$ cat src/rtl/mips_pkg.sv
// Shared definitions for the MIPS core control logic: register-zero constant,
// mult/div sequencer state encoding and counter width.
package mips_pkg;

  localparam logic [4:0] REG_ZERO = 5'd0;
  localparam int         MD_CNT_W = 6;

  typedef enum logic {
    MD_IDLE = 1'b0,
    MD_BUSY = 1'b1
  } md_state_e;

endpackage

$ cat src/rtl/md_sequencer.sv
// Mult/div occupancy tracker: goes busy for MD_CYCLES cycles after each start
// and reports busy so dependent HI/LO readers and further mult/div can wait.
module md_sequencer
  import mips_pkg::*;
#(
  parameter int MD_CYCLES = 8
) (
  input  logic CLK,
  input  logic Reset,
  input  logic MD_Start,
  output logic MD_Busy
);

  localparam logic [MD_CNT_W-1:0] MD_LOAD = MD_CNT_W'(MD_CYCLES);

  md_state_e           state_q;
  logic [MD_CNT_W-1:0] count_q;

  always_ff @(posedge CLK) begin
    if (Reset) begin
      state_q <= MD_IDLE;
      count_q <= '0;
    end else begin
      case (state_q)
        MD_IDLE: begin
          count_q <= '0;
          if (MD_Start) begin
            state_q <= MD_BUSY;
            count_q <= MD_LOAD;
          end
        end
        MD_BUSY: begin
          // Final busy cycle is the one showing count==1.
          if (count_q == MD_CNT_W'(1)) begin
            state_q <= MD_IDLE;
            count_q <= '0;
          end else begin
            count_q <= count_q - MD_CNT_W'(1);
          end
        end
        default: begin
          state_q <= MD_IDLE;
          count_q <= '0;
        end
      endcase
    end
  end

  assign MD_Busy = (state_q == MD_BUSY);

endmodule

$ cat src/rtl/hazard_control_unit.sv
// ID-stage hazard controller: load-use and HI/LO interlocks, branch squash,
// mult/div issue and a saturating stall-cycle counter.
module hazard_control_unit
  import mips_pkg::*;
#(
  parameter int MD_CYCLES   = 8,
  parameter int STALL_CNT_W = 16
) (
  input  logic                   CLK,
  input  logic                   Reset,
  input  logic [4:0]             ID_Rs,
  input  logic [4:0]             ID_Rt,
  input  logic                   ID_UsesRs,
  input  logic                   ID_UsesRt,
  input  logic                   ID_IsMD,
  input  logic                   ID_ReadsHiLo,
  input  logic                   EX_MemRead,
  input  logic [4:0]             EX_Rw,
  input  logic                   EX_RegWrite,
  input  logic                   EX_BranchTaken,
  output logic                   PC_Write,
  output logic                   IFID_Write,
  output logic                   IFID_Flush,
  output logic                   IDEX_Bubble,
  output logic                   MD_Start,
  output logic                   MD_Busy,
  output logic [STALL_CNT_W-1:0] StallCycles
);

  function automatic logic [STALL_CNT_W-1:0] sat_inc(input logic [STALL_CNT_W-1:0] v);
    return (v == '1) ? v : v + STALL_CNT_W'(1);
  endfunction

  logic load_use;
  logic md_haz;
  logic stall;
  logic [STALL_CNT_W-1:0] stall_q;
  logic [STALL_CNT_W-1:0] stall_d;

  md_sequencer #(
    .MD_CYCLES (MD_CYCLES)
  ) u_md_seq (
    .CLK      (CLK),
    .Reset    (Reset),
    .MD_Start (MD_Start),
    .MD_Busy  (MD_Busy)
  );

  assign load_use = EX_MemRead && EX_RegWrite && (EX_Rw != REG_ZERO) &&
                    ((ID_UsesRs && (ID_Rs == EX_Rw)) || (ID_UsesRt && (ID_Rt == EX_Rw)));
  assign md_haz   = MD_Busy && (ID_IsMD || ID_ReadsHiLo);

  // Taken branch beats every stall: the ID instruction is wrong-path anyway.
  always_comb begin
    PC_Write    = 1'b1;
    IFID_Write  = 1'b1;
    IFID_Flush  = 1'b0;
    IDEX_Bubble = 1'b0;
    MD_Start    = 1'b0;
    stall       = 1'b0;
    if (EX_BranchTaken) begin
      IFID_Flush  = 1'b1;
      IDEX_Bubble = 1'b1;
    end else if (load_use || md_haz) begin
      PC_Write    = 1'b0;
      IFID_Write  = 1'b0;
      IDEX_Bubble = 1'b1;
      stall       = 1'b1;
    end else begin
      MD_Start    = ID_IsMD;
    end
  end

  assign stall_d = stall ? sat_inc(stall_q) : stall_q;

  always_ff @(posedge CLK) begin
    if (Reset) stall_q <= '0;
    else       stall_q <= stall_d;
  end

  assign StallCycles = stall_q;

endmodule

$ cat config.mk
export PLATFORM = sky130hd
export DESIGN_NAME = hazard_control_unit
export DESIGN_NICKNAME = d
export VERILOG_FILES = /design/src/rtl/mips_pkg.sv /design/src/rtl/md_sequencer.sv /design/src/rtl/hazard_control_unit.sv
export SDC_FILE = /design/constraint.sdc
export NUM_CORES = 1
export LEC_CHECK = 0
export CORE_MARGIN = 5
export CORE_UTILIZATION = 48
export DETAILED_ROUTE_END_ITERATION = 6
export PLACE_DENSITY = 0.85
export SLEW_MARGIN = 10
export SYNTH_ARGS = -nofsm -noshare
export SYNTH_HDL_FRONTEND = slang
export SYNTH_SLANG_ARGS = --single-unit
$ cat constraint.sdc
create_clock -name CLK -period 6.1 [get_ports CLK]
set_input_delay 1.22 -clock CLK [delete_from_list [all_inputs] [get_ports CLK]]
set_output_delay 1.22 -clock CLK [all_outputs]
set_load 0.01 [all_outputs]
Yosys cells after proc, flatten, opt, wreduce, memory -nomap -nowiden
Index checks and enable logic that the tools add are counted. Widths: inputs -> output; s select.

Bitwise gates (word level): 2. $lt $le $gt $ge: 0. $add $sub $neg: 2. Equality and inequality tests: 4. Reductions and logical operators: 11. Multiply operators: 0. Shift-type cells: 0. Muxes and demuxes: 14. Div/mod/pow operators: 0.

Operator list (count): $add 16x1->16 const B (1); $eq 16x16->1 const B (1); $pmux 6 s2 (1); $eq 5x5->1 (2); $mux 1 (10); $eq 6x1->1 const B (1); $logic_and 1x1->1 (6); $mux 6 (1); $sub 6x1->6 const B (1); $reduce_bool 5->1 (1); $mux 4 (1); $logic_or 1x1->1 (3); $not 1->1 (2); $pmux 1 s2 (1); $reduce_and 2->1 (1).

Memory bits (writable): 0. Flip-flop bits (word level): 23. ROM bits: 0. Memories: 0. Output and inout bits: 22. Latch bits: 0. Input port bits: 24. Logic and storage cells: 36.

Longest topological paths before layout
Gate-level depths: netlist of the first run.

Word-level depth: 9. Depth in mapped cells: 7. Gate-level depth less buffers: 7.

By module
From an unflattened synthesis of the first run, not the netlist that was laid out.

Cell total of the unflattened synthesis: 152. Area total of the unflattened synthesis: 1311.3 µm².

Modules (own cells, without submodules): hazard_control_unit (instances 1, area an instance 1004.7 µm², cells each 121, sequential area each 320.3 µm²); md_sequencer (instances 1, area an instance 306.5 µm², cells each 31, sequential area each 140.1 µm²).

Least setup slack after synthesis of the first run
No wires, ideal clock.

Path type: input port to output port. From: input EX_Rw[1]. To: output PC_Write. Required time: 4.880 ns. Arrival time: 2.522 ns. Buffers on the path: 1. Setup slack: 2.358 ns. Stages on the path: 5. Cell sequence: or4_1 > o211a_1 > a21boi_1 > or2_2 > buf_4.

Cells in the longest elaborated chain, start to end: 7. Elaborated cells on any way between the ends: 11. Classes of those cells: eq/ne: 2; mux: 2; reduce/logical: 7.

RTL lines: from (decl) (RTL line hazard_control_unit.sv:18) `input logic [4:0] EX_Rw,`; $eq 5x5->1 (RTL line hazard_control_unit.sv:50) `((ID_UsesRs && (ID_Rs == EX_Rw)) || (ID_UsesRt && (ID_Rt == EX_Rw)));`; $logic_and 1x1->1 (RTL line hazard_control_unit.sv:50); $logic_or 1x1->1 (RTL line hazard_control_unit.sv:50); $logic_and 1x1->1 (*) (RTL line hazard_control_unit.sv:49) `assign load_use = EX_MemRead && EX_RegWrite && (EX_Rw != REG_ZERO) &&`; $logic_or 1x1->1 (*) (RTL line hazard_control_unit.sv:64) `end else if (load_use || md_haz) begin`; $mux 1 (*) (2 in a row); to (decl) (RTL line hazard_control_unit.sv:21) `output logic PC_Write,`.

Every way passes the cells marked *; elsewhere a longest branch is shown, timed or not.

Worst setup path after layout of the first run
From: input EX_Rw[2]. To: output IFID_Write.

Cells in the longest elaborated chain, start to end: 7. Elaborated cells on any way between the ends: 11. Classes of those cells: eq/ne: 2; mux: 2; reduce/logical: 7.

RTL lines: $eq 5x5->1 (RTL line hazard_control_unit.sv:50); $logic_and 1x1->1 (RTL line hazard_control_unit.sv:50); $logic_or 1x1->1 (RTL line hazard_control_unit.sv:50); $logic_and 1x1->1 (*) (RTL line hazard_control_unit.sv:49); $logic_or 1x1->1 (*) (RTL line hazard_control_unit.sv:64); $mux 1 (*) (RTL line hazard_control_unit.sv:64); $mux 1 (*) (RTL line hazard_control_unit.sv:61) `if (EX_BranchTaken) begin`; to (decl) (RTL line hazard_control_unit.sv:22) `output logic IFID_Write,`.

Marked as above.

==> results.toml, run 1 <==
[worst_setup_path]
arrival_ps = 3580
crit_type = "in2out"
worstSetupStartpointType = "primary input"
r2r_cells = 6
required_ps = 4880
reg2reg_setup_slack_ps = 3740
r2r_start = "StallCycles[2]"
path_max_fanout = 14
rr_endpoint = "StallCycles[15]"
end_kind = "output pin"
endpoint = "IFID_Write"
crit_start = "EX_Rw[2]"

[cts]
ctsResizeCount = 0
clk-insertion-delay-late_ps = 310
root_buffer = "clkbuf_4"
cts.sinks = 23
cts_buffer_depth = 2
cts_tree = "yes"
cts_buffers = 3
post_cts.repair.setup_buffers = 0
clk_pin_slew_ps = 110
cts_hold_buf = 0
htreeDepth = 1

[final_layout]
multi_input_area_um2 = 791
nFillCells = 195
seq_area_um2 = 460
finalInstanceArea_um2 = 1790
n_antenna_cell = 0
layout_common_cells = "clkdlybuf4s50_1 (45), dfxtp_1 (23), xnor2_1 (13), nor2_1 (13), nand2_1 (12)"
layout_commonest_cell = "clkdlybuf4s50_1"
area_growth_pct = 37.5
nNetsFinal = 229
drive_gt1_share_pct = 5.97
final_cells = 231

[sta]
drv_slew = 0
fin_crit_sh_pct = 78.7
fin_crit_ps = 4800
setup_viol = 0
grt_setup_unrepaired = "false"
skew_ps = 8.77
setup_tns_ps = 0
fmax_mhz = 208
tightest_slew_ps = 662
maxSlewHeadroom_pct = 55.7
hold_viol = 0

[logic_synthesis]
syn_area_per_cell_um2 = 8.23
ys_types = 39
synth_warnings = 0
yosysSeqAreaShare_pct = 35.4
synth_area_um2 = 1300
synth_nets = 185
synth_cells = 158
ys_seq_elements = 23

[job]
cap_violations = 0

[place]
io_buffers = 45
dp_hpwl_um = 2770
placed_cell_area_um2 = 1760
post-place-cells = 227
gp_congestion = 0.825

[power]
power.total_uw = 286
powerDensity_nw_per_um2 = 160
vdd_drop_max_mv = 0.168
power.leakage_uw = 0.000613

[drt]
wl_met3_um = 315
dr_wl_met2_um = 1730
drc = 0
avgViaCountPerCell = 5.90
wl_per_cell_um = 15.4
wl_met1_um = 1440
wl_um = 3560
ant_nets = 0
first_iter_violations = 96
dr_total_vias = 1363
highest_layer = "met4"
drt-pass1-iter-count = 4

[global_route]
grt.total_usage_pct = 20.3
grt_pass1_vias = 1332
antenna_found_initial = 0
overflow = 0
grt_max_degree = 19
grt_pass1_wl_um = 5770

[die]
start_util_pct = 51.1
design.die.area_um2 = 3850
coreArea_um2 = 2540
top_level_ports = 46
rows = 18
die_w_um = 62.0
die_h_um = 62.0

[worst_hold_path]
hold_path_class = "reg2reg"

[status]
status = "finished clean"
==> cell families (layout without fill, tap and decap cells) <==
logic type                 count (synthesis)  in the layout  share of synthesized area (%)
and+or+nand+nor                           71             71                           30.4
AOI/OAI and AO/OA                         31             31                           14.2
DFF                                       23             23                           35.4
xor gates and xnor gates                  16             16                           10.8
buffers and inverters                     11             54                           3.75
adders and majority gates                  3              3                           2.89
muxes                                      3              3                           2.50
==> power by group <==
group	total (uW)	internal (uW)	switching [uW]
sequential	157	154	3.43
combinational	58.4	32.2	26.2
clock	70.2	25.6	44.6
total	286	211	74.2
==> flip-flops by register name (all words and copies together), names as in the netlist <==
signal / flops
StallCycles: 16
u_md_seq.count_q: 6
u_md_seq.MD_Busy: 1
==> metrics by stage <==
stage	utilization (%)	worst slack (ps)	hold WS [ps]
after floorplan	-	2360	430
after global placement	69.2	1350	448
after detailed placement	69.2	1310	457
after CTS	70.3	1290	494
after global routing	70.3	1210	516
final	70.3	1300	487
==> metal layers <==
metal	global-route usage (%)	vias to the layer above
li1	-	663
met5	0	-
met1	23.4	642
met3	4.96	6
met4	10.0	0
met2	34.8	52
==> area by class of cell <==
cell class / instances / area share, %
clock buffers: 4 / 1.47
repair buffers: 46 / 25.6
flip-flops and latches: 23 / 25.8
multi-input cells: 124 / 44.2
inverters: 4 / 0.840
well taps: 30 / 2.10
==> synthesized netlist by cell type, drive strengths merged <==
master / count / area [um^2]
and2: 1 / 6.26
or4: 5 / 41.3
nor3: 3 / 15.0
nand3: 9 / 45.0
or2: 1 / 6.26
dfxtp: 23 / 460
mux2i: 1 / 10.0
nor2b: 2 / 12.5
and3: 3 / 25.0
nor2: 13 / 48.8
clkbuf: 5 / 18.8
and4: 1 / 8.76
o211a: 1 / 10.0
buf: 2 / 15.0
o22ai: 1 / 6.26
nand4: 6 / 37.5
mux2: 2 / 22.5
o221ai: 1 / 8.76
or3: 9 / 56.3
inv: 4 / 15.0
or4b: 1 / 10.0
ha: 3 / 37.5
xor2: 3 / 26.3
a21boi: 1 / 7.51
o211ai: 1 / 7.51
nor4: 1 / 6.26
o221a: 1 / 11.3
nand2: 13 / 51.3
a21oi: 11 / 55.1
o21ai: 11 / 55.1
xnor2: 13 / 114
nor4b: 2 / 17.5
nand3b: 1 / 7.51
o31ai: 2 / 15.0
a221oi: 1 / 8.76
==> how the worst min path moves through the flow <==
stage	start	end	cells after the start
2_1_floorplan	u_md_seq.count_q[0]	u_md_seq.count_q[0]	1
3_3_place_gp	u_md_seq.count_q[0]	u_md_seq.count_q[0]	1
3_5_place_dp	u_md_seq.count_q[0]	u_md_seq.count_q[0]	1
4_1_cts	u_md_seq.count_q[0]	u_md_seq.count_q[0]	1
5_1_grt	u_md_seq.count_q[0]	u_md_seq.count_q[0]	1
6_report	u_md_seq.count_q[0]	u_md_seq.count_q[0]	1
==> worst max-delay path: stages <==
cell and delay (ps):
clkdlybuf4s50_1 480, or4_1 580, o211a_1 250, a21boi_1 140, buf_4 190, or2_2 160, clkdlybuf4s50_1 550
No activity file was read; power rests on OpenSTA's default activity.
==> inputs of run 2 (changes only) <==
Settings changed: CORE_UTILIZATION 48 to 40, PLACE_DENSITY 0.85 to 0.75.
Clock period 6.1 ns to 3.95 ns, I/O delays scaled along.
==> results.toml, run 2 (synthesis results as in run 1) <==
[worst_setup_path]
arrival_ps = 3010
end_kind = "output pin"
r2r_cells = 6
critPathMaxStageDelay_ps = 560
cp.depth = 6
reg2reg_setup_slack_ps = 1630
endpoint = "MD_Start"
crit_type = "in2out"
path_max_fanout = 3
crit_start = "EX_Rw[1]"
rr_endpoint = "StallCycles[15]"
required_ps = 3160
r2r_start = "StallCycles[6]"
crit_buf_inv = 2
critPathTopFamily = "buffers and inverters"
worstSetupStartpointType = "primary input"
crit_chain = "clkdlybuf4s50_1 -> or4_1 -> o211a_1 -> a21oi_1 -> and3_1 -> clkdlybuf4s50_1"
crit_top_cell = "clkdlybuf4s50_1"
crit_slowest_cell = "or4_1"

[power]
power.total_uw = 440
power.leakage_uw = 0.000617
powerDensity_nw_per_um2 = 243
vdd_drop_max_mv = 0.172

[die]
die_w_um = 67.0
design.die.area_um2 = 4490
coreArea_um2 = 3080
top_level_ports = 46
start_util_pct = 42.2
rows = 20
die_h_um = 67.0

[sta]
hold_viol = 0
maxSlewHeadroom_pct = 54.9
setup_tns_ps = 0
drv_slew = 0
fin_crit_sh_pct = 96.1
tightest_slew_ps = 675
skew_ps = 10.8
grt_setup_unrepaired = "false"
fmax_mhz = 263
fin_crit_ps = 3800
holdWs_ps = 486
setup_viol = 0

[cts]
cts_buffers = 3
ctsResizeCount = 0
post_cts.repair.setup_buffers = 0
cts.sinks = 23
clk-insertion-delay-late_ps = 310
clk_pin_slew_ps = 110
htreeDepth = 1
root_buffer = "clkbuf_4"
cts_hold_buf = 0
cts_tree = "yes"
cts_buffer_depth = 2

[job]
cap_violations = 0

[status]
status = "finished clean"

[drt]
ant_nets = 0
drc = 0
first_iter_violations = 98
wl_um = 3270
dr_total_vias = 1283
wl_per_cell_um = 13.3
avgViaCountPerCell = 5.22
drt-pass1-iter-count = 4

[global_route]
grt_pass1_wl_um = 5440
grt_pass1_vias = 1213
overflow = 0
antenna_found_initial = 0
grt.total_usage_pct = 15.9
grt_max_degree = 19

[final_layout]
n_antenna_cell = 0
layout_commonest_cell = "clkdlybuf4s50_1"
nFillCells = 285
area_growth_pct = 39.5
drive_gt1_share_pct = 6.44
layout_common_cells = "clkdlybuf4s50_1 (45), dfxtp_1 (23), xnor2_1 (13), nor2_1 (13), nand2_1 (12)"
largest_register_ffs = 16
nNetsFinal = 230

[place]
io_buffers = 45
dp_hpwl_um = 2630
gp_congestion = 0.790

[worst_hold_path]
hold_path_class = "reg2reg"
-- run 2: cell count changes in the layout (fill, tap and decap cells not counted) --
| cell | delta |
|---|---|
| buf_4 | +1 |
-- run 2: routing by layer --
metal,track usage [%],up-vias,share of wire [%]
li1,-,663,-
met1,18.4,587,43
met2,28.5,29,51
met3,3.88,4,4.6
met4,4.56,0,1.0
met5,0,-,0
-- run 2: per-stage QoR --
| step | instance area [um^2] | cells | util (%) | worst slack, ps |
|---|---|---|---|---|
| detailed placement | 1790 | 242 | 58.0 | 142 |
| CTS | 1810 | 246 | 58.9 | 146 |
| floorplan | 1300 | 158 | - | 1070 |
| finish | 1810 | 246 | 58.9 | 153 |
| global placement | 1790 | 242 | 58.0 | 185 |
| global route | 1810 | 246 | 58.9 | 69.2 |
-- run 2: report_power, final --
| part | internal, uW | switching (uW) |
|---|---|---|
| Sequential | 237 | 4.88 |
| Combinational | 50.7 | 40.4 |
| Clock | 39.5 | 67.3 |
-- run 2: area by class of cell --
| cell class | instances | area, um^2 | share of cell area [%] |
|---|---|---|---|
| Inverter | 4 | 15.0 | 0.828 |
| Sequential cell | 23 | 460 | 25.4 |
| Tap cell | 44 | 55.1 | 3.04 |
| Clock buffer | 4 | 26.3 | 1.45 |
| Timing Repair Buffer | 47 | 465 | 25.7 |
| Multi-Input combinational cell | 124 | 791 | 43.6 |
-- run 2: worst register-to-register path, stage by stage, from the launching register on --
cell,delay (ps)
dfxtp_1,460
and4_1,240
nand2_1,70
or4_4,540
or4b_1,480
or3_1,310
a21oi_1,140
-- run 2: how the worst min path moves through the flow --
stage / from / end / slack (ps) / depth (start not counted)
6_report: u_md_seq.count_q[0] / u_md_seq.count_q[0] / 490 / 1
5_1_grt: u_md_seq.count_q[0] / u_md_seq.count_q[0] / 520 / 1
4_1_cts: u_md_seq.count_q[0] / u_md_seq.count_q[0] / 500 / 1
3_5_place_dp: u_md_seq.count_q[0] / u_md_seq.count_q[0] / 470 / 1
3_3_place_gp: u_md_seq.count_q[0] / u_md_seq.count_q[0] / 450 / 1
2_1_floorplan: u_md_seq.count_q[0] / u_md_seq.count_q[0] / 430 / 1
